===== config.mk =====
export PLATFORM = sky130hd
export DESIGN_NAME = alu_arbiter
export DESIGN_NICKNAME = d
export VERILOG_FILES = /design/src/rtl/alu_arbiter.sv
export SDC_FILE = /design/constraint.sdc
export NUM_CORES = 1
export LEC_CHECK = 0
export CORE_MARGIN = 3
export CORE_UTILIZATION = 43
export CTS_BUF_LIST = sky130_fd_sc_hd__clkbuf_16
export DETAILED_ROUTE_END_ITERATION = 7
export GPL_TIMING_DRIVEN = 1
export PLACE_DENSITY_LB_ADDON = 0.08
export SLEW_MARGIN = 0
export SYNTH_ARGS = -nofsm -noshare
export SYNTH_HDL_FRONTEND = slang
export SYNTH_SLANG_ARGS = --single-unit

===== constraint.sdc =====
create_clock -name clk -period 2 [get_ports clk]
set_clock_uncertainty 0.2 [all_clocks]
set_input_delay 0.4 -clock clk [delete_from_list [all_inputs] [get_ports clk]]
set_output_delay 0.4 -clock clk [all_outputs]
set_load 0.01 [all_outputs]

===== src/rtl/alu_arbiter.sv =====
// Round-robin arbiter that shares one combinational 4-bit ALU between two requesters.
// Each operation takes three cycles: grant/launch (EXEC), capture/done (DONE), back to IDLE.
module alu_arbiter (
    input  logic       clk,
    input  logic       reset_n,
    input  logic       req0,
    input  logic [2:0] cmd0,
    input  logic [3:0] a0,
    input  logic [3:0] b0,
    input  logic       req1,
    input  logic [2:0] cmd1,
    input  logic [3:0] a1,
    input  logic [3:0] b1,
    output logic       gnt0,
    output logic       gnt1,
    output logic       done0,
    output logic       done1,
    output logic [3:0] res0,
    output logic [3:0] res1,
    output logic [3:0] alu_a,
    output logic [3:0] alu_b,
    output logic [2:0] alu_cmd,
    input  logic [3:0] alu_y,
    output logic       busy,
    output logic [7:0] op_count
);

    typedef enum logic [1:0] {IDLE, EXEC, DONE} state_t;

    state_t     r_state;
    logic       r_last_grant;
    logic       r_sel;
    logic       r_gnt0, r_gnt1, r_done0, r_done1, r_busy;
    logic [3:0] r_res0, r_res1, r_alu_a, r_alu_b;
    logic [2:0] r_alu_cmd;
    logic [7:0] r_op_count;

    logic w_any;
    logic w_win;

    // Under contention the requester not served last wins; otherwise the lone requester.
    assign w_any = req0 | req1;
    assign w_win = (req0 & req1) ? ~r_last_grant : req1;

    always_ff @(posedge clk or negedge reset_n) begin
        if (!reset_n) begin
            r_state      <= IDLE;
            r_last_grant <= 1'b1;
            r_sel        <= 1'b0;
            r_gnt0       <= 1'b0;
            r_gnt1       <= 1'b0;
            r_done0      <= 1'b0;
            r_done1      <= 1'b0;
            r_busy       <= 1'b0;
            r_res0       <= 4'd0;
            r_res1       <= 4'd0;
            r_alu_a      <= 4'd0;
            r_alu_b      <= 4'd0;
            r_alu_cmd    <= 3'd0;
            r_op_count   <= 8'd0;
        end else begin
            case (r_state)
                IDLE: begin
                    if (w_any) begin
                        r_sel        <= w_win;
                        r_last_grant <= w_win;
                        r_alu_a      <= w_win ? a1   : a0;
                        r_alu_b      <= w_win ? b1   : b0;
                        r_alu_cmd    <= w_win ? cmd1 : cmd0;
                        r_gnt0       <= ~w_win;
                        r_gnt1       <= w_win;
                        r_busy       <= 1'b1;
                        r_state      <= EXEC;
                    end
                end
                EXEC: begin
                    // ALU inputs have been stable for a full cycle here.
                    if (r_sel) r_res1 <= alu_y;
                    else       r_res0 <= alu_y;
                    r_gnt0     <= 1'b0;
                    r_gnt1     <= 1'b0;
                    r_done0    <= ~r_sel;
                    r_done1    <= r_sel;
                    r_op_count <= r_op_count + 8'd1;
                    r_state    <= DONE;
                end
                DONE: begin
                    r_done0 <= 1'b0;
                    r_done1 <= 1'b0;
                    r_busy  <= 1'b0;
                    r_state <= IDLE;
                end
                default: r_state <= IDLE;
            endcase
        end
    end

    assign gnt0     = r_gnt0;
    assign gnt1     = r_gnt1;
    assign done0    = r_done0;
    assign done1    = r_done1;
    assign busy     = r_busy;
    assign res0     = r_res0;
    assign res1     = r_res1;
    assign alu_a    = r_alu_a;
    assign alu_b    = r_alu_b;
    assign alu_cmd  = r_alu_cmd;
    assign op_count = r_op_count;

endmodule


==> summary.md <==
| Metric | Value |
|---|---|
| Status | finished clean |
| CORE AREA | about 3500 sq um |
| Max Fclk | between 500 and 600 MHz |
| Main area contributors after synthesis | dfrtp_1 54%, mux2_2 8.3%, a21oi_1 7.1%, nand2_1 3.9%, ha_1 3.9% |
| Critical path type | reg -> out |
| CTS tree | built |
| Internal power | ~2.6 mW |
| Layout cells sized above 1 | 0.1343 |
| Delay-heaviest family, CP | buffers and inverters |
| Final #Nets | 250 |
| Top cells by count, synth | 35 x dfrtp_1, 23 x a21oi_1, 17 x nand2_1 |
| Drt first pass iters | 4 |
| Gr ovfl total | 0 |
| Maximum number of pins on one net before global-route repair | 37 |
| Fin. Hold Viols | 0 |
| CP Capture Type | output port |
| CP bufs+invs | 1 |
| Worst setup SP type | register |
| Root buf cell | clkbuf_16 |
| Worst Tran Pin Value | 0.4407 ns |
| Top Ports | between 60 and 70 |
| Fin util | 0.7021 |
| YS warnings | 0 |
| RSZ-0062 raised after global routing | false |
| LEAKAGE | roughly 1.1 nW |
| Placed inst area | between 2000 and 2500 sq um |
| Initial antenna violation count | 0 |
| Total Routing Usage GR | 0.1855 |
| Top_reg_cell synth | dfrtp_1 |
| Final antenna-violating net count | 0 |
| Fin. max-slew vios | 0 |
| # diodes | 0 |
| Final Wtd Congestion | roughly 0.81 |
| Top-count cell post-synth | dfrtp_1 |
| Max_cap viols | 0 |
| Residual DRC | 0 |
| Die height | between 60 and 70 um |
| Netlist cell types | 27 |
| Switching Share | 0.3242 |
| Clk pwr share | 0.218 |
| Mux contribution to synthesized area | 0.08327 |
| Post-CTS Setup Inserts | 0 |
| Critical Path AT | ~1.3 ns |
| Worst r2r src | r_state[0] |
| Htree depth | 2 |
| Largest vdd supply drop | 923.4 uV |
| Clock Path Buffers | 2 |
| Post-route design area | approximately 2500 sq um |
| Hold Crit Class | reg -> reg |
| Hold depth | 1 |
| Vias | 1354 |
| CP max stage delay | ~0.56 ns |
| Slew margin rel. | 0.7062 |
| Die area | approximately 4500 sq um |
| Detailed Place HPWL | about 2700 um |
| Chip width | between 60 and 70 um |
| DRT Wirelength | 3739 um |
| Routed len/inst | around 14 um |
| Syn Area/Cell | 10.96 sq um |
| Critical path startpoint | op_count[2] |
| Post-Synth Adder-Cell Area | 0.03855 |
| Total clock sinks | 36 |
| Reg2reg end | r_state[0] |
| Hold endpoint | op_count[7] |
| Syn-to-layout area delta | 51.19% |
| R2r setup slk | ~0.20 ns |
| Post-synth top area share | 0.5397 |
| Flop and latch count out of synthesis | 36 |
| Synth Area in Simple Gates | 0.1180 |
| Post-synth EDFFs | 0 |
| Crit path required time | roughly 1.4 ns |
| DRT iter0 DRCs | 48 |
| Number of vias per cell | between 5 and 6 |
| Crit path max fanout | 5 |
| Num CTS Buffers | 5 |
| Min cycle time layout | 1.851 ns |
| IO buf count | 61 |
| Fin cells | 262 |
| Worst-Skew Late Latency | roughly 0.27 ns |
| Crit-path slowest cell | clkdlybuf4s50_1 |
| Final period utilization | 0.9255 |
| HP Start | op_count[7] |
| Synth Area in Compound Gates | 0.1303 |
| Fillers | approximately 270 |
| Worst-path clk slew | ~0.050 ns |
| Share of flip-flops with an asynchronous set or reset | 1.000 |
| Cell taking the most area after synthesis | dfrtp_1 |
| First-pass GRT wire length | roughly 6300 um |
| Seq pwr share | 0.336 |
| Final TNS setup | 0 ns |
| Placement Rows | 21 |
| PwrDens | between 1500 and 2000 nW/um^2 |
| Sw Pwr | about 1.3 mW |
| Largest family of logic cells by synthesized area | compound AO/OA/AOI/OAI gates |
| Final setup violation count | 0 |
| Post-synthesis net count | around 180 |
| Initial Utilization | 0.4644 |
| Post-Synth XOR/XNOR Area | 0.03778 |
| Reg2Reg Depth | 4 |
| Sequential area share after synthesis | 0.5559 |
| Critical path, cell by cell | clkdlybuf4s50_1 |
| Via count of the first global-routing pass | 1407 |
| # placed instances | ~250 |
| Syn Inst Count | about 150 |
| Combinational share of power | 0.446 |
| Mapped Area | between 1500 and 2000 sq um |
## metal layers
layer / global-route usage / vias to the layer above / wire length, um
li1: - / 641 / -
met1: 0.2173 / 653 / 1546
met2: 0.3055 / 49 / 1843
met3: 0.05990 / 11 / 245
met4: 0.09114 / 0 / 102
met5: 0 / - / 0
## cell families after synthesis
group,count (synthesis)
xor+xnor,7
fa+ha+maj,5
flops,36
buf+inv,11
simple gates,41
mux,12
compound gates,36
## area by class of cell
type	instances	area (sq um)	share of cell area
Clock buffer	5	125.1	0.05099
Clock inverter	3	38.79	0.01581
Inverter	4	15.01	0.006119
Multi-Input combinational cell	101	661.9	0.2698
Sequential cell	36	902.1	0.3677
Tap cell	46	57.56	0.02346
Timing Repair Buffer	67	653.1	0.2662
## registers in the layout, summed over array words and instances, names as in the netlist, 2 cells and up
register and cells:
alu_a 4, alu_b 4, alu_cmd 3, op_count 8, r_state 2, res0 4
res1 4
## power by group through the flow
| stage | clock (mW) | combinational, mW | sequential [mW] |
|---|---|---|---|
| 6_report | 0.854 | 1.74 | 1.31 |
| 3_5_place_dp | 0 | 1.75 | 1.32 |
| 4_1_cts | 0.870 | 1.77 | 1.32 |
| 2_1_floorplan | 0 | 0.776 | 1.43 |
| 5_1_grt | 0.917 | 1.92 | 1.36 |
| 3_3_place_gp | 0 | 1.70 | 1.30 |
## stage by stage
| step | power [mW] | worst slack [ns] | hold WS, ns |
|---|---|---|---|
| floorplan | 2.203 | 0.4454 | -0.09559 |
| global placement | 2.998 | 0.01702 | 0.2609 |
| CTS | 3.957 | 0.1409 | 0.2733 |
| global route | 4.201 | 0.08618 | 0.2833 |
| finish | 3.913 | 0.1489 | 0.2678 |
| detailed placement | 3.070 | -0.04492 | 0.2630 |
## worst max-delay path by stage
stage	end	depth (start not counted)
after CTS	op_count[2]	1
after floorplan	res0[0]	4
after global routing	op_count[2]	1
after detailed placement	alu_cmd[0]	4
final	op_count[2]	1
after global placement	alu_b[3]	4
## repair_timing
action	in CTS	in global routing
resized for setup	0	0
hold endpoints to repair	35	0
hold buffers	1	0
## placed cells by master (no fill, tap or decap), drive strengths merged, types with 2 or more instances in the layout
| cell type | count |
|---|---|
| nor2 | 13 |
| clkbuf | 5 |
| a21oi | 23 |
| mux2 | 12 |
| buf | 6 |
| nand3b | 2 |
| and3 | 2 |
| nand2 | 17 |
| nor2b | 2 |
| xnor2 | 6 |
| inv | 5 |
| clkdlybuf4s50 | 60 |
| ha | 5 |
| o21ai | 6 |
| a31oi | 2 |
| dfrtp | 35 |
| nand4 | 3 |
(Power assumes the default switching activity.)
